File: src/rtl/if_prefetch_queue_pkg.sv
// -----------------------------------------------------------------------------
// if_pkg: shared types and constants for the instruction-fetch front end.
//   IF_XLEN        native instruction/PC width of a queued fetch entry
//   NOP_INST       value driven on d_inst when no instruction is presented
//   fetch_entry_t  {pc, inst} pair carried through the prefetch queue
//   align_pc()     forces a target PC to a word boundary
// -----------------------------------------------------------------------------
package if_pkg;

  localparam int IF_XLEN = 32;

  localparam logic [IF_XLEN-1:0] NOP_INST = 32'h0;

  typedef struct packed {
    logic [IF_XLEN-1:0] pc;
    logic [IF_XLEN-1:0] inst;
  } fetch_entry_t;

  function automatic logic [IF_XLEN-1:0] align_pc(input logic [IF_XLEN-1:0] pc);
    return {pc[IF_XLEN-1:2], 2'b00};
  endfunction

endpackage

File: src/rtl/if_prefetch_queue_if.sv
// -----------------------------------------------------------------------------
// if_prefetch_queue_if: bundle of the fetch unit's IM bus, E-stage redirect
// and decode-side handshake.
//   master : fetch unit (drives im_cs/im_addr and d_valid/d_inst/d_pc/occupancy)
//   slave  : environment (IM SRAM, E stage, decode stage)
//   im_cs/im_addr/im_rdata      instruction SRAM request and 1-cycle-late data
//   redirect/redirect_pc        taken jump/branch and its target
//   d_stall                     decode cannot accept this cycle
//   d_valid/d_inst/d_pc         instruction presented to decode
//   occupancy                   queue entry count (bypass not included)
// -----------------------------------------------------------------------------
interface if_prefetch_queue_if #(
  parameter int XLEN   = 32,
  parameter int ADDR_W = 14,
  parameter int DEPTH  = 4
);

  localparam int OCC_W = $clog2(DEPTH + 1);

  logic              im_cs;
  logic [ADDR_W-1:0] im_addr;
  logic [XLEN-1:0]   im_rdata;
  logic              redirect;
  logic [XLEN-1:0]   redirect_pc;
  logic              d_stall;
  logic              d_valid;
  logic [XLEN-1:0]   d_inst;
  logic [XLEN-1:0]   d_pc;
  logic [OCC_W-1:0]  occupancy;

  modport master (
    output im_cs, im_addr, d_valid, d_inst, d_pc, occupancy,
    input  im_rdata, redirect, redirect_pc, d_stall
  );

  modport slave (
    input  im_cs, im_addr, d_valid, d_inst, d_pc, occupancy,
    output im_rdata, redirect, redirect_pc, d_stall
  );

endinterface

File: src/rtl/if_prefetch_queue_fifo.sv
// -----------------------------------------------------------------------------
// fetch_fifo: DEPTH-entry circular buffer with head/tail pointers and count.
//   clk, rst  clock, asynchronous active-high reset (pointers/count only)
//   push/din  write din at the tail
//   pop/dout  dout is the head entry; pop advances the head
//   flush     empties the buffer, overriding push and pop
//   count     number of valid entries; empty/full derived from it
// Simultaneous push and pop is allowed at any fill level, including full.
// -----------------------------------------------------------------------------
module fetch_fifo
  import if_pkg::*;
#(
  parameter int  DEPTH = 4,
  parameter type T     = fetch_entry_t
) (
  input  logic                         clk,
  input  logic                         rst,
  input  logic                         push,
  input  logic                         pop,
  input  logic                         flush,
  input  T                             din,
  output T                             dout,
  output logic [$clog2(DEPTH+1)-1:0]   count,
  output logic                         empty,
  output logic                         full
);

  localparam int PTR_W = (DEPTH > 1) ? $clog2(DEPTH) : 1;
  localparam int OCC_W = $clog2(DEPTH + 1);

  T                 mem [DEPTH];
  logic [PTR_W-1:0] head;
  logic [PTR_W-1:0] tail;
  logic             do_push;
  logic             do_pop;

  assign empty   = (count == '0);
  assign full    = (count == OCC_W'(DEPTH));
  assign dout    = mem[head];
  assign do_pop  = pop && !empty;
  assign do_push = push && (!full || do_pop);

  always_ff @(posedge clk or posedge rst) begin
    if (rst) begin
      head  <= '0;
      tail  <= '0;
      count <= '0;
    end else if (flush) begin
      head  <= '0;
      tail  <= '0;
      count <= '0;
    end else begin
      if (do_push) tail <= tail + PTR_W'(1);
      if (do_pop)  head <= head + PTR_W'(1);
      count <= count + OCC_W'(do_push) - OCC_W'(do_pop);
    end
  end

  // Storage carries data only and is never reset.
  always_ff @(posedge clk) begin
    if (do_push && !flush) mem[tail] <= din;
  end

  always @(posedge clk) begin
    if (!rst && !flush) begin
      assert (!(push && full && !pop)) else $error("fetch_fifo: push while full");
    end
  end

endmodule

File: src/rtl/if_prefetch_queue.sv
// -----------------------------------------------------------------------------
// if_prefetch_queue: instruction-fetch front end. Holds the fetch PC, issues
// IM reads, tracks the single in-flight read and buffers responses in a
// DEPTH-entry queue so decode stalls never cause an IM re-read.
//   clk  clock
//   rst  asynchronous active-high reset
//   bus  if_prefetch_queue_if.master (IM bus, redirect, decode handshake)
// Parameters: XLEN, DEPTH (power of 2, >=2), ADDR_W (IM word address),
// RESET_PC (word-aligned fetch PC after reset).
// -----------------------------------------------------------------------------
module if_prefetch_queue
  import if_pkg::*;
#(
  parameter int              XLEN     = 32,
  parameter int              DEPTH    = 4,
  parameter int              ADDR_W   = 14,
  parameter logic [XLEN-1:0] RESET_PC = '0
) (
  input  logic                clk,
  input  logic                rst,
  if_prefetch_queue_if.master bus
);

  localparam int OCC_W = $clog2(DEPTH + 1);
  localparam int PC_W  = ADDR_W + 2;

  if (XLEN != IF_XLEN) begin : g_xlen_check
    $error("if_prefetch_queue: XLEN must match if_pkg::IF_XLEN");
  end

  logic [XLEN-1:0]  fetch_pc;
  logic [XLEN-1:0]  issue_pc;
  logic [XLEN-1:0]  fetch_pc_nxt;
  logic [XLEN-1:0]  req_pc_p1;
  logic             inflight_p1;
  logic             kill_p1;
  logic             resp_vld_p1;
  fetch_entry_t     resp_p1;
  fetch_entry_t     q_head;
  logic [OCC_W-1:0] q_count;
  logic             q_empty;
  logic             q_full;
  logic             q_push;
  logic             q_pop;

  // ---- p0: request generation ----
  assign issue_pc = bus.redirect ? align_pc(bus.redirect_pc) : fetch_pc;

  // The credit check ignores a same-cycle pop, so every issued read is
  // guaranteed a queue slot when its data returns.
  assign bus.im_cs   = !rst && (bus.redirect || ((int'(q_count) + int'(inflight_p1)) < DEPTH));
  assign bus.im_addr = issue_pc[ADDR_W+1:2];

  // Sequential fetch wraps within the IM address space.
  always_comb begin
    fetch_pc_nxt            = '0;
    fetch_pc_nxt[PC_W-1:0]  = issue_pc[PC_W-1:0] + PC_W'(4);
  end

  always_ff @(posedge clk or posedge rst) begin
    if (rst) begin
      fetch_pc    <= RESET_PC;
      inflight_p1 <= 1'b0;
      kill_p1     <= 1'b0;
    end else begin
      inflight_p1 <= bus.im_cs;
      // The stale response of a pre-redirect read lands in the redirect cycle
      // itself and is masked there; kill only has to cover a redirect cycle in
      // which no replacement read went out.
      kill_p1     <= bus.redirect && inflight_p1 && !bus.im_cs;
      if (bus.im_cs) fetch_pc <= fetch_pc_nxt;
    end
  end

  always_ff @(posedge clk) begin
    if (bus.im_cs) req_pc_p1 <= issue_pc;
  end

  // ---- p1: response, bypass and queue ----
  assign resp_vld_p1  = inflight_p1 && !kill_p1;
  assign resp_p1.pc   = req_pc_p1;
  assign resp_p1.inst = bus.im_rdata;

  always_comb begin
    bus.d_valid = 1'b0;
    bus.d_inst  = NOP_INST;
    bus.d_pc    = '0;
    if (!bus.redirect) begin
      if (!q_empty) begin
        bus.d_valid = 1'b1;
        bus.d_inst  = q_head.inst;
        bus.d_pc    = q_head.pc;
      end else if (resp_vld_p1) begin
        bus.d_valid = 1'b1;
        bus.d_inst  = resp_p1.inst;
        bus.d_pc    = resp_p1.pc;
      end
    end
  end

  // With an empty queue the response goes straight to decode and is only
  // queued if decode stalls; otherwise it always joins the tail.
  assign q_push = resp_vld_p1 && !bus.redirect && (!q_empty || bus.d_stall);
  assign q_pop  = bus.d_valid && !bus.d_stall && !q_empty;

  fetch_fifo #(
    .DEPTH (DEPTH),
    .T     (fetch_entry_t)
  ) u_fifo (
    .clk   (clk),
    .rst   (rst),
    .push  (q_push),
    .pop   (q_pop),
    .flush (bus.redirect),
    .din   (resp_p1),
    .dout  (q_head),
    .count (q_count),
    .empty (q_empty),
    .full  (q_full)
  );

  assign bus.occupancy = q_count;

endmodule
File: src/flat_wrapper.sv
// flat-port wrapper written by rule: the top's interface ports become plain ports
module if_prefetch_queue_flat import if_pkg::*;
#(
  parameter int              XLEN     = 32,
  parameter int              DEPTH    = 4,
  parameter int              ADDR_W   = 14,
  parameter logic [XLEN-1:0] RESET_PC = '0
)
  (clk, rst, bus_im_cs, bus_im_addr, bus_d_valid, bus_d_inst, bus_d_pc, bus_occupancy, bus_im_rdata, bus_redirect, bus_redirect_pc, bus_d_stall);
  if_prefetch_queue_if #(.XLEN(XLEN), .ADDR_W(ADDR_W), .DEPTH(DEPTH)) bus_i ();
  input  logic clk;
  input  logic rst;
  output wire logic [$bits(bus_i.im_cs)-1:0] bus_im_cs;
  output wire logic [$bits(bus_i.im_addr)-1:0] bus_im_addr;
  output wire logic [$bits(bus_i.d_valid)-1:0] bus_d_valid;
  output wire logic [$bits(bus_i.d_inst)-1:0] bus_d_inst;
  output wire logic [$bits(bus_i.d_pc)-1:0] bus_d_pc;
  output wire logic [$bits(bus_i.occupancy)-1:0] bus_occupancy;
  input wire logic [$bits(bus_i.im_rdata)-1:0] bus_im_rdata;
  input wire logic [$bits(bus_i.redirect)-1:0] bus_redirect;
  input wire logic [$bits(bus_i.redirect_pc)-1:0] bus_redirect_pc;
  input wire logic [$bits(bus_i.d_stall)-1:0] bus_d_stall;
  assign bus_im_cs = bus_i.im_cs;
  assign bus_im_addr = bus_i.im_addr;
  assign bus_d_valid = bus_i.d_valid;
  assign bus_d_inst = bus_i.d_inst;
  assign bus_d_pc = bus_i.d_pc;
  assign bus_occupancy = bus_i.occupancy;
  assign bus_i.im_rdata = bus_im_rdata;
  assign bus_i.redirect = bus_redirect;
  assign bus_i.redirect_pc = bus_redirect_pc;
  assign bus_i.d_stall = bus_d_stall;
  if_prefetch_queue #(.XLEN(XLEN), .DEPTH(DEPTH), .ADDR_W(ADDR_W), .RESET_PC(RESET_PC)) u_core (.clk(clk), .rst(rst), .bus(bus_i));
endmodule
File: config.mk
export PLATFORM = sky130hd
export DESIGN_NAME = if_prefetch_queue_flat
export DESIGN_NICKNAME = d
export VERILOG_FILES = /design/src/rtl/if_prefetch_queue_pkg.sv /design/src/rtl/if_prefetch_queue_if.sv /design/src/rtl/if_prefetch_queue_fifo.sv /design/src/rtl/if_prefetch_queue.sv /design/src/flat_wrapper.sv
export SDC_FILE = /design/constraint.sdc
export NUM_CORES = 1
export LEC_CHECK = 0
export CAP_MARGIN = 30
export CORE_MARGIN = 1.5
export CORE_UTILIZATION = 50
export DETAILED_ROUTE_END_ITERATION = 10
export PLACE_DENSITY_LB_ADDON = 0.3
export SETUP_SLACK_MARGIN = 0.05
export SYNTH_ARGS = -nofsm -noshare
export SYNTH_HDL_FRONTEND = slang
export SYNTH_SLANG_ARGS = --single-unit
export TNS_END_PERCENT = 50
File: constraint.sdc
create_clock -name clk -period 2.75 [get_ports clk]
set_input_delay 0.6875 -clock clk [delete_from_list [all_inputs] [get_ports clk]]
set_output_delay 0.6875 -clock clk [all_outputs]
set_load 0.01 [all_outputs]
# --- Word-level counts from Yosys, hierarchy flattened ---
# Memory sizes are Yosys's and may differ from the RTL's.
# Index checks and enable logic that the tools add are counted.
word_totals:
  n_memories: 1
  ram_bits: 256
  out_inout_bits: 83
  in_bits: 68
  register_bits: 57
memory_table:
  columns: ["memory", "depth", "word_bits", "rd", "rd_ports_with_merged_regs", "wr", "line_no", "text"]
  rows:
  - ["u_core.u_fifo.mem", 4, 64, 1, 0, 1, "if_prefetch_queue_fifo.sv:31", "T mem [DEPTH];"]
classes:
  addsub: 6
  n_eq_ne: 1
  reduce_logical: 24
  magnitude_cmp: 1
  mux: 17
ops:
  columns: ["cell", "n"]
  rows:
  - ["$mux 32", 6]
  - ["$lt 32x4->1 const B", 1]
  - ["$add 16x3->16 const B", 1]
  - ["$mux 16", 1]
  - ["$logic_and 1x1->1", 11]
  - ["$mux 2", 4]
  - ["$logic_not 1->1", 7]
  - ["$mux 1", 5]
  - ["$add 2x1->2 const B", 2]
  - ["$add 3x1->4", 1]
  - ["$reduce_bool 2->1", 2]
  - ["$add 3x1->3", 1]
  - ["$eq 3x3->1 const B", 1]
  - ["$logic_not 3->1", 1]
  - ["$logic_or 1x1->1", 3]
  - ["$mux 3", 1]
  - ["$sub 3x1->3", 1]

# --- Logic depth before layout (Yosys ltp) ---
# Gate-level depths: netlist of run 1.
depth:
  depth_word: 13
  depth_mapped: 12
  ltp_nobuf: 11

# --- By module ---
# A second synthesis of run 1 with hierarchy kept.
unflattened:
  cells_unflattened: 641
  hier_area_um2: 12749.7
modules_own_cells:
  columns: ["module", "seq_area_each_um2", "n_inst", "cells_per_inst", "area_each_um2"]
  rows:
  - ["fetch_fifo", 7862.5, 1, 380, 9721.8]
  - ["if_prefetch_queue", 1411.4, 1, 261, 3027.9]

# --- Worst setup path after synthesis of run 1 ---
# OpenSTA, ideal clock, no wires.
synth_timing:
  kind: "input-to-reg"
  startpoint: "input port bus_redirect"
  endpoint: "memory u_core.u_fifo.mem[1][0] in the netlist's numbering (enable)"
  setup_time_ns: 0.429
  setup_slack_ns: -0.521
  stages: 4
  t_arrival_ns: 2.842
  path_cell_list: "buf_6 -> buf_6 -> nor3_2 -> and2_1"
synth_via:
  elab_chain_len: 9
  elab_cells_between_ends: 12
synth_rtl:
  columns: ["item", "line_no", "text"]
  rows:
  - ["start: declaration", "flat_wrapper.sv:20", "input wire logic [$bits(bus_i.redirect)-1:0] bus_redirect;"]
  - ["$mux 1", "if_prefetch_queue.sv:88", "if (!bus.redirect) begin"]
  - ["$logic_and 1x1->1 (2 in series)", "if_prefetch_queue.sv:104", "assign q_pop = bus.d_valid && !bus.d_stall && !q_empty;"]
  - ["$logic_and 1x1->1", "if_prefetch_queue_fifo.sv:40", "assign do_pop = pop && !empty;"]
  - ["$logic_or 1x1->1", "if_prefetch_queue_fifo.sv:41", "assign do_push = push && (!full || do_pop);"]
  - ["$logic_and 1x1->1", "if_prefetch_queue_fifo.sv:41", null]
  - ["$logic_and 1x1->1 (*)", "if_prefetch_queue_fifo.sv:61", "if (do_push && !flush) mem[tail] <= din;"]
  - ["$mux 1 (*)", "if_prefetch_queue_fifo.sv:61", null]
  - ["$mux 1 (not written as such) (*)", "if_prefetch_queue_fifo.sv:61", null]
  - ["end: declaration", "if_prefetch_queue_fifo.sv:31", null]
# Every way passes the cells marked *; elsewhere a longest branch is shown, timed or not.

# --- Worst setup path after layout of run 1 ---
layout_timing:
  startpoint: "register u_core.u_fifo.head[0]"
  endpoint: "output port bus_d_pc[20]"
layout_via:
  elab_chain_len: 3
layout_rtl:
  columns: ["item", "line_no", "text"]
  rows:
  - ["start: declaration", "if_prefetch_queue_fifo.sv:32", "logic [PTR_W-1:0] head;"]
  - ["start signal: assignment", "if_prefetch_queue_fifo.sv:54", "if (do_pop) head <= head + PTR_W'(1);"]
  - ["$mem_v2 4x64", null, null]
  - ["$mux 32", "if_prefetch_queue.sv:89", "if (!q_empty) begin"]
  - ["$mux 32", "if_prefetch_queue.sv:88", null]
  - ["end: declaration", "flat_wrapper.sv:17", "output wire logic [$bits(bus_i.d_pc)-1:0] bus_d_pc;"]
# No other way between the ends.

==> impl_metrics.prom, run 1 <==
# TYPE chip_impl_metric gauge
chip_impl_info{name="status",value="finished with violations"} 1
chip_impl_info{name="violations",value="negative setup slack"} 1
chip_impl_metric{name="flow.area_growth_from_synthesis",unit="%"} 30.9
chip_impl_info{name="cts_root_buf",value="sky130_fd_sc_hd__clkbuf_16"} 1
chip_impl_metric{name="htree_num_levels",unit=""} 2
chip_impl_metric{name="design.portCount",unit=""} 151
chip_impl_metric{name="die-area",unit="um^2"} 26400
chip_impl_metric{name="cp_num_cells",unit=""} 6
chip_impl_info{name="synth_top_cells_by_area",value="sky130_fd_sc_hd__edfxtp_1, sky130_fd_sc_hd__mux4_2, sky130_fd_sc_hd__dfrtp_1, sky130_fd_sc_hd__a22o_1, sky130_fd_sc_hd__mux2_2"} 1
chip_impl_metric{name="die_h",unit="um"} 163
chip_impl_metric{name="met1_usage",unit="%"} 28.7
chip_impl_metric{name="clock_path_buffers",unit=""} 3
chip_impl_metric{name="flip_flop_and_latch_count_after_synthesis",unit=""} 313
chip_impl_metric{name="grt_met3_usage",unit="%"} 4.13
chip_impl_metric{name="drv_cap",unit=""} 0
chip_impl_info{name="grt_most_used_layer",value="met2"} 1
chip_impl_metric{name="synth.net_count",unit=""} 719
chip_impl_info{name="rsz_0062_raised_after_global_routing",value="yes"} 1
chip_impl_metric{name="design.core.area",unit="um^2"} 25100
chip_impl_metric{name="share_seq_of_total_power",unit="%"} 41.1
chip_impl_metric{name="grt_usage",unit="%"} 21.7
chip_impl_metric{name="pin_slew_with_the_least_headroom_to_its_limit",unit="ps"} 531
chip_impl_info{name="cts_tree",value="yes"} 1
chip_impl_metric{name="timing_max_transition_violations_final",unit=""} 0
chip_impl_info{name="layout.cells.most_common",value="sky130_fd_sc_hd__edfxtp_1"} 1
chip_impl_metric{name="clock_insertion_delay_worst_skew",unit="ps"} 500
chip_impl_metric{name="fill_cell_total_of_the_finished_layout",unit=""} 1657
chip_impl_metric{name="detailedRoute.firstIterationViolations",unit=""} 546
chip_impl_metric{name="die_x",unit="um"} 163
chip_impl_metric{name="worstHoldPathCells",unit=""} 1
chip_impl_metric{name="post_synthesis_mean_instance_area",unit="um^2"} 19.8
chip_impl_metric{name="vdd.ir_drop.worst",unit="uV"} 597
chip_impl_metric{name="routed_via_density",unit=""} 5.80
chip_impl_metric{name="setup_slack",unit="ps"} -173
chip_impl_metric{name="initial_antenna_violation_count",unit=""} 0
chip_impl_metric{name="first_pass_iters",unit=""} 5
chip_impl_metric{name="synthCells",unit=""} 642
chip_impl_metric{name="fmax",unit="GHz"} 0.342
chip_impl_metric{name="largest_net_degree_at_the_start_of_global_routing",unit=""} 37
chip_impl_metric{name="synth_cell_type_count",unit=""} 51
chip_impl_info{name="kind_of_critical_path",value="reg2out"} 1
chip_impl_metric{name="via_count",unit=""} 7222
chip_impl_metric{name="p_sw_share",unit="%"} 27.4
chip_impl_metric{name="top_area_cell_type_share_of_the_netlist_area",unit="%"} 67.9
chip_impl_metric{name="wire_per_inst",unit="um"} 22.6
chip_impl_metric{name="drtAntennaViolNets",unit=""} 0
chip_impl_info{name="synth_top_area_cell",value="sky130_fd_sc_hd__edfxtp_1"} 1
chip_impl_metric{name="synth_warnings",unit=""} 0
chip_impl_metric{name="crit_path_max_incr_delay",unit="ps"} 500
chip_impl_info{name="critical_path.endpoint_type",value="primary output"} 1
chip_impl_metric{name="gp_routability_congestion",unit=""} 0.901
chip_impl_metric{name="cp_num_buf_inv",unit=""} 4
chip_impl_metric{name="layout-drive-gt1-share",unit="%"} 34.2
chip_impl_info{name="cp_dominant_cell_by_count",value="sky130_fd_sc_hd__buf_12"} 1
chip_impl_info{name="path_delay_family",value="buffers and inverters"} 1
chip_impl_metric{name="nets",unit=""} 967
chip_impl_metric{name="worst_ep_required_time",unit="ps"} 2060
chip_impl_metric{name="final_area",unit="um^2"} 16700
chip_impl_metric{name="crit_path_max_fanout",unit=""} 7
chip_impl_metric{name="fp-row-count",unit=""} 58
chip_impl_metric{name="netlist_area",unit="um^2"} 12700
chip_impl_info{name="crit_chain",value="buf_12 > buf_16 > buf_12 > mux4_2 > a22o_1 > buf_2"} 1
chip_impl_metric{name="clk_pin_slew",unit="ps"} 60
chip_impl_metric{name="timing.slew.headroom",unit="%"} 64.6
chip_impl_metric{name="drc",unit=""} 0
chip_impl_metric{name="port_buffers",unit=""} 148
chip_impl_metric{name="crit_arrival",unit="ps"} 2240
chip_impl_metric{name="global_route_wire_length_before_repair",unit="um"} 43500
chip_impl_metric{name="grt_remaining_overflow",unit=""} 0
chip_impl_metric{name="pnr_total_power",unit="mW"} 16.0
chip_impl_metric{name="setup-violations-final",unit=""} 64
chip_impl_metric{name="placedInstanceArea",unit="um^2"} 15300
chip_impl_info{name="final_cell_mix",value="sky130_fd_sc_hd__edfxtp_1, sky130_fd_sc_hd__clkdlybuf4s50_1, sky130_fd_sc_hd__mux4_2, sky130_fd_sc_hd__a22o_1, sky130_fd_sc_hd__buf_2"} 1
chip_impl_metric{name="finish.utilization",unit="%"} 66.4
chip_impl_metric{name="groute.layer.met2.usage",unit="%"} 37.6
chip_impl_metric{name="clock_power_share",unit="%"} 28.8
chip_impl_metric{name="pwr_density_cell",unit="nW/um^2"} 960
chip_impl_metric{name="ys_seq_area_share",unit="%"} 72.8
chip_impl_metric{name="clock_buffers_created_by_tritoncts",unit=""} 34
chip_impl_metric{name="leakage",unit="nW"} 5.93
chip_impl_metric{name="place_hpwl",unit="um"} 17000
chip_impl_info{name="timing.critical_path.from_type",value="flip-flop"} 1
chip_impl_info{name="slowest_stage",value="sky130_fd_sc_hd__dfrtp_4"} 1
chip_impl_metric{name="combPwrFrac",unit="%"} 30.1
chip_impl_metric{name="reg2reg_depth",unit=""} 12
chip_impl_metric{name="initial_core_util",unit="%"} 50.7
chip_impl_metric{name="dp_worst_setup_slack",unit="ps"} -148
chip_impl_metric{name="clock-skew-final",unit="ps"} 22.0
chip_impl_metric{name="final.period_utilization",unit="%"} 106
chip_impl_metric{name="routed_wirelength",unit="um"} 28200
chip_impl_metric{name="grt_pass1_vias",unit=""} 7573
chip_impl_metric{name="p_int",unit="mW"} 11.6
chip_impl_metric{name="final_hold_vio_count",unit=""} 0
chip_impl_metric{name="timing.final.crit_period",unit="ps"} 2920
chip_impl_metric{name="clock-sinks",unit=""} 313
chip_impl_info{name="hold_path.class",value="reg2reg"} 1
chip_impl_metric{name="switchingPower",unit="mW"} 4.39
[kinds of logic after synthesis]
logic type,count (synthesis),synth area share [%]
AO/OA/AOI/OAI,96,6.03
flip-flops,313,72.8
AND/OR/NAND/NOR,86,4.38
multiplexers,83,13.0
adder cells (fa/ha/maj),9,0.943
XOR/XNOR,8,0.550
buffers and inverters,47,2.32
[layer usage]
metal	wire, um	part of all wire, %
met1	11700	42
met2	14400	51
met3	1710	6.1
met4	327	1.2
met5	0	0
[worst reg2reg max path: cells and delay by family (launching register included)]
family,cells,cell delay (ps)
flops,1,390
xor+xnor,2,310
simple gates,3,320
fa+ha+maj,3,780
buf+inv,4,360
[flip-flops by register name, summed over array words and instances (netlist names)]
name                 cells
u_core.fetch_pc         16
u_core.inflight_p1       1
u_core.kill_p1           1
u_core.req_pc_p1        32
u_core.u_fifo.count      3
u_core.u_fifo.head       2
u_core.u_fifo.mem      256
u_core.u_fifo.tail       2
[Yosys cell counts, drive strengths merged]
| cell type | instances |
|---|---|
| o31ai | 7 |
| and4 | 6 |
| ha | 8 |
| nor3b | 1 |
| mux4 | 64 |
| mux2i | 3 |
| a31oi | 3 |
| clkbuf | 12 |
| and3 | 3 |
| mux2 | 16 |
| a211oi | 1 |
| nand3 | 16 |
| o31a | 1 |
| or2 | 2 |
| nand2b | 2 |
| nand4 | 2 |
| o21ai | 10 |
| or3 | 2 |
| fa | 1 |
| a22o | 63 |
| dfrtp | 25 |
| nand2 | 5 |
| buf | 25 |
| inv | 10 |
| o21a | 1 |
| nor2b | 4 |
| a222oi | 1 |
| edfxtp | 288 |
| nand3b | 2 |
| nor3 | 5 |
| a21oi | 8 |
| xor2 | 3 |
| nand4b | 2 |
| and2 | 24 |
| xnor2 | 5 |
| and4b | 2 |
| nor2 | 7 |
| a22oi | 1 |
| nor4 | 1 |
[power by group through the flow]
| stage | Clock (mW) | Combinational (mW) | Sequential (mW) |
|---|---|---|---|
| finish | 4.61 | 4.83 | 6.58 |
| global route | 4.86 | 5.17 | 6.65 |
| CTS | 4.66 | 4.68 | 6.56 |
| detailed placement | 0 | 4.56 | 6.67 |
| global placement | 0 | 4.47 | 6.58 |
| floorplan | 0 | 2.47 | 6.51 |
[per-stage QoR]
stage	setup TNS (ps)	cells	hold slack [ps]
after detailed placement	-4360	1159	473
after CTS	-9300	1237	489
after floorplan	-66650	642	445
after global placement	-3490	1159	462
final	-5770	1245	497
after global routing	-9730	1244	525
[area by class of cell]
cell class / count / area, um^2 / share of cell area (%)
Timing Repair Buffer: 249 / 2600 / 15.6
Clock buffer: 47 / 941 / 5.64
Tap cell: 330 / 413 / 2.48
Inverter: 10 / 37.5 / 0.225
Multi-Input combinational cell: 282 / 3190 / 19.2
Clock inverter: 13 / 201 / 1.21
Antenna cell: 1 / 2.50 / 0.0150
Sequential cell: 313 / 9280 / 55.7
[worst paths after layout]
| path | startpoint | end | slack [ps] |
|---|---|---|---|
| max | u_core.u_fifo.head[0] | bus_d_pc[20] | -170 |
| max reg2reg | u_core.u_fifo.count[2] | u_core.u_fifo.count[2] | 480 |
| max in group asynchronous | rst | u_core.u_fifo.head[0] | 1770 |
| min in group asynchronous | rst | u_core.fetch_pc[4] | 650 |
| min reg2reg | u_core.fetch_pc[1] | u_core.fetch_pc[1] | 500 |
| min | u_core.fetch_pc[1] | u_core.fetch_pc[1] | 500 |
[what timing repair did]
item / CTS / global route
cloned: 5 / 2
hold buffers: 0 / 0
pin swaps: 54 / 12
gates resized for setup: 277 / 19
endpoints found under the setup margin: 78 / 77
setup buffers: 14 / 6
(Power assumes the default switching activity.)
==> run 2: changes to the inputs <==
--- a/config.mk
+++ b/config.mk
@@ -10,6 +10,7 @@
 export CORE_UTILIZATION = 50
 export DETAILED_ROUTE_END_ITERATION = 10
 export PLACE_DENSITY_LB_ADDON = 0.3
+export REMOVE_ABC_BUFFERS = 1
 export SETUP_SLACK_MARGIN = 0.05
 export SYNTH_ARGS = -nofsm -noshare
 export SYNTH_HDL_FRONTEND = slang
==> impl_metrics.prom, run 2 (same netlist as run 1, synthesis figures left out) <==
# TYPE chip_impl_metric gauge
chip_impl_metric{name="dp.cells",unit=""} 1164
chip_impl_metric{name="regToRegSetupSlack",unit="ps"} 420
chip_impl_metric{name="wire_per_inst",unit="um"} 22.1
chip_impl_info{name="timing.critical_path.from_type",value="flip-flop"} 1
chip_impl_metric{name="dp_worst_setup_slack",unit="ps"} -243
chip_impl_metric{name="drc",unit=""} 0
chip_impl_metric{name="switchingPower",unit="mW"} 4.20
chip_impl_metric{name="design.core.area",unit="um^2"} 25100
chip_impl_metric{name="die_x",unit="um"} 163
chip_impl_metric{name="port_buffers",unit=""} 148
chip_impl_metric{name="die_h",unit="um"} 163
chip_impl_metric{name="die-area",unit="um^2"} 26400
chip_impl_metric{name="grt_remaining_overflow",unit=""} 0
chip_impl_info{name="setup.worst_path.end",value="bus_d_inst[27]"} 1
chip_impl_metric{name="first_pass_iters",unit=""} 5
chip_impl_metric{name="layout-drive-gt1-share",unit="%"} 33.7
chip_impl_metric{name="leakage",unit="nW"} 5.74
chip_impl_metric{name="reg2reg_depth",unit=""} 12
chip_impl_metric{name="fp-row-count",unit=""} 58
chip_impl_metric{name="drv_cap",unit=""} 0
chip_impl_info{name="cts_tree",value="yes"} 1
chip_impl_metric{name="vdd.ir_drop.worst",unit="uV"} 444
chip_impl_metric{name="p_sw_share",unit="%"} 28.4
chip_impl_info{name="top_register",value="u_core.u_fifo.mem"} 1
chip_impl_metric{name="detailedRoute.firstIterationViolations",unit=""} 527
chip_impl_metric{name="clock-sinks",unit=""} 313
chip_impl_info{name="kind_of_critical_path",value="reg2out"} 1
chip_impl_metric{name="pwr_density_cell",unit="nW/um^2"} 916
chip_impl_metric{name="flow.area_growth_from_synthesis",unit="%"} 26.5
chip_impl_metric{name="clock_power_share",unit="%"} 24.9
chip_impl_metric{name="final.period_utilization",unit="%"} 109
chip_impl_metric{name="clock-skew-final",unit="ps"} 21.2
chip_impl_info{name="hold_path.class",value="reg2reg"} 1
chip_impl_metric{name="timing_max_transition_violations_final",unit=""} 0
chip_impl_metric{name="clk_pin_slew",unit="ps"} 60
chip_impl_metric{name="gp_routability_congestion",unit=""} 0.887
chip_impl_metric{name="final_hold_vio_count",unit=""} 0
chip_impl_metric{name="clock_path_buffers",unit=""} 3
chip_impl_info{name="critical_path.reg2reg.startpoint",value="u_core.u_fifo.count[2]"} 1
chip_impl_info{name="status",value="finished with violations"} 1
chip_impl_metric{name="pin_slew_with_the_least_headroom_to_its_limit",unit="ps"} 556
chip_impl_info{name="crit-reg2reg-capture",value="u_core.u_fifo.count[2]"} 1
chip_impl_info{name="violations",value="negative setup slack"} 1
chip_impl_metric{name="largest_reg_flops",unit=""} 256
chip_impl_metric{name="largest_net_degree_at_the_start_of_global_routing",unit=""} 39
chip_impl_metric{name="place_hpwl",unit="um"} 16500
chip_impl_metric{name="setup-violations-final",unit=""} 63
chip_impl_metric{name="via_count",unit=""} 7104
chip_impl_metric{name="clock_insertion_delay_worst_skew",unit="ps"} 550
chip_impl_metric{name="initial_antenna_violation_count",unit=""} 1
chip_impl_metric{name="nets",unit=""} 960
chip_impl_metric{name="timing.slew.headroom",unit="%"} 62.9
chip_impl_metric{name="p_int",unit="mW"} 10.6
chip_impl_info{name="cts_root_buf",value="sky130_fd_sc_hd__clkbuf_16"} 1
chip_impl_metric{name="drtAntennaViolNets",unit=""} 0
chip_impl_metric{name="routed_wirelength",unit="um"} 27200
chip_impl_metric{name="final-instance-count-excl-fill",unit=""} 1233
chip_impl_metric{name="share_seq_of_total_power",unit="%"} 44.4
chip_impl_metric{name="grt_pass1_vias",unit=""} 7444
chip_impl_metric{name="initial_core_util",unit="%"} 50.7
chip_impl_metric{name="global_route_wire_length_before_repair",unit="um"} 41300
chip_impl_metric{name="setup_slack",unit="ps"} -258
chip_impl_metric{name="worst_ep_required_time",unit="ps"} 2060
chip_impl_info{name="final_cell_mix",value="sky130_fd_sc_hd__edfxtp_1, sky130_fd_sc_hd__clkdlybuf4s50_1, sky130_fd_sc_hd__buf_4, sky130_fd_sc_hd__mux4_2, sky130_fd_sc_hd__a22o_1"} 1
chip_impl_info{name="largest_registers",value="u_core.u_fifo.mem: 256 flops, u_core.req_pc_p1: 32 flops, u_core.fetch_pc: 16 flops"} 1
chip_impl_metric{name="cts.hold.buffers_added",unit=""} 0
chip_impl_metric{name="crit_path_max_fanout",unit=""} 13
chip_impl_metric{name="pnr_total_power",unit="mW"} 14.8
chip_impl_metric{name="design.portCount",unit=""} 151
chip_impl_metric{name="fmax",unit="GHz"} 0.332
chip_impl_info{name="setup.worst_path.start",value="u_core.u_fifo.count[2]"} 1
chip_impl_metric{name="clock_buffers_created_by_tritoncts",unit=""} 30
chip_impl_info{name="rsz_0062_raised_after_global_routing",value="yes"} 1
chip_impl_metric{name="grt_usage",unit="%"} 20.3
chip_impl_metric{name="crit_arrival",unit="ps"} 2320
chip_impl_metric{name="timing.final.crit_period",unit="ps"} 3010
chip_impl_metric{name="routed_via_density",unit=""} 5.76
chip_impl_info{name="critical_path.endpoint_type",value="primary output"} 1
chip_impl_info{name="layout.cells.most_common",value="sky130_fd_sc_hd__edfxtp_1"} 1
chip_impl_metric{name="combPwrFrac",unit="%"} 30.7
chip_impl_metric{name="htree_num_levels",unit=""} 1
[run 2: cell types whose count changed in the layout (fill, tap and decap cells not counted), moves of 4 or more]
cell | before | now
sky130_fd_sc_hd__buf_4 | 51 | 67
sky130_fd_sc_hd__clkinv_2 | 3 | 7
sky130_fd_sc_hd__bufinv_16 | 5 | 0
sky130_fd_sc_hd__buf_12 | 32 | 19
sky130_fd_sc_hd__clkbuf_2 | 0 | 4
sky130_fd_sc_hd__buf_6 | 16 | 10
sky130_fd_sc_hd__buf_16 | 7 | 3
[run 2: area by class of cell]
cell class | instances | area [um^2]
antenna | 1 | 2.50
clock buffer | 41 | 813
clock inverter | 10 | 46.3
fill | 1755 | 8990
inverter | 10 | 37.5
multi-input combinational | 282 | 3200
sequential | 313 | 9280
tap | 330 | 413
timing repair buffer | 246 | 2330
[run 2: power by group through the flow]
stage	logic (mW)	registers [mW]	clock network (mW)
after floorplan	2.17	6.69	0
after global placement	4.43	6.56	0
after detailed placement	4.49	6.63	0
after CTS	4.39	6.55	3.75
after global routing	4.86	6.63	3.93
final	4.53	6.55	3.68
[run 2: how the worst min path moves through the flow]
stage / from / end / slack [ps] / cells past startpoint
3_3_place_gp: u_core.fetch_pc[1] / u_core.fetch_pc[1] / 460 / 1
4_1_cts: u_core.fetch_pc[0] / u_core.fetch_pc[0] / 500 / 1
3_5_place_dp: u_core.fetch_pc[0] / u_core.fetch_pc[0] / 460 / 1
5_1_grt: u_core.fetch_pc[0] / u_core.fetch_pc[0] / 520 / 1
2_1_floorplan: u_core.fetch_pc[0] / u_core.fetch_pc[0] / 440 / 1
6_report: u_core.fetch_pc[0] / u_core.fetch_pc[0] / 490 / 1
[run 2: metrics by stage]
stage	util [%]	setup TNS (ps)	instance area, um^2	hold WS, ps
4_1_cts	63.7	-11210	16000	499
2_1_floorplan	-	-198400	12500	445
3_3_place_gp	60.6	-6820	15200	461
6_report	64.2	-12470	16100	493
5_1_grt	64.2	-18000	16100	519
3_5_place_dp	60.6	-7340	15200	464
[run 2: metal layers]
metal | global-route usage (%) | share of wire, % | vias up
li1 | - | - | 3142
met1 | 27.7 | 42 | 3679
met2 | 33.9 | 49 | 250
met3 | 4.18 | 6.9 | 33
met4 | 4.71 | 1.6 | 0
met5 | 0 | 0 | -
[run 2: timing repair]
item                                    CTS  global route
resized for setup                       223            57
endpoints found under the setup margin   75            69
pin swaps                                 7            23
cloned                                    2             4
setup buffers                             5             7
[run 2: critical path, stage by stage, from the launching register on]
cell and delay, ps:
sky130_fd_sc_hd__dfrtp_1 380, sky130_fd_sc_hd__or3_4 420, sky130_fd_sc_hd__nor3_4 250, sky130_fd_sc_hd__buf_12 160, sky130_fd_sc_hd__buf_4 120, sky130_fd_sc_hd__buf_12 130, sky130_fd_sc_hd__a22o_1 170, sky130_fd_sc_hd__buf_2 140
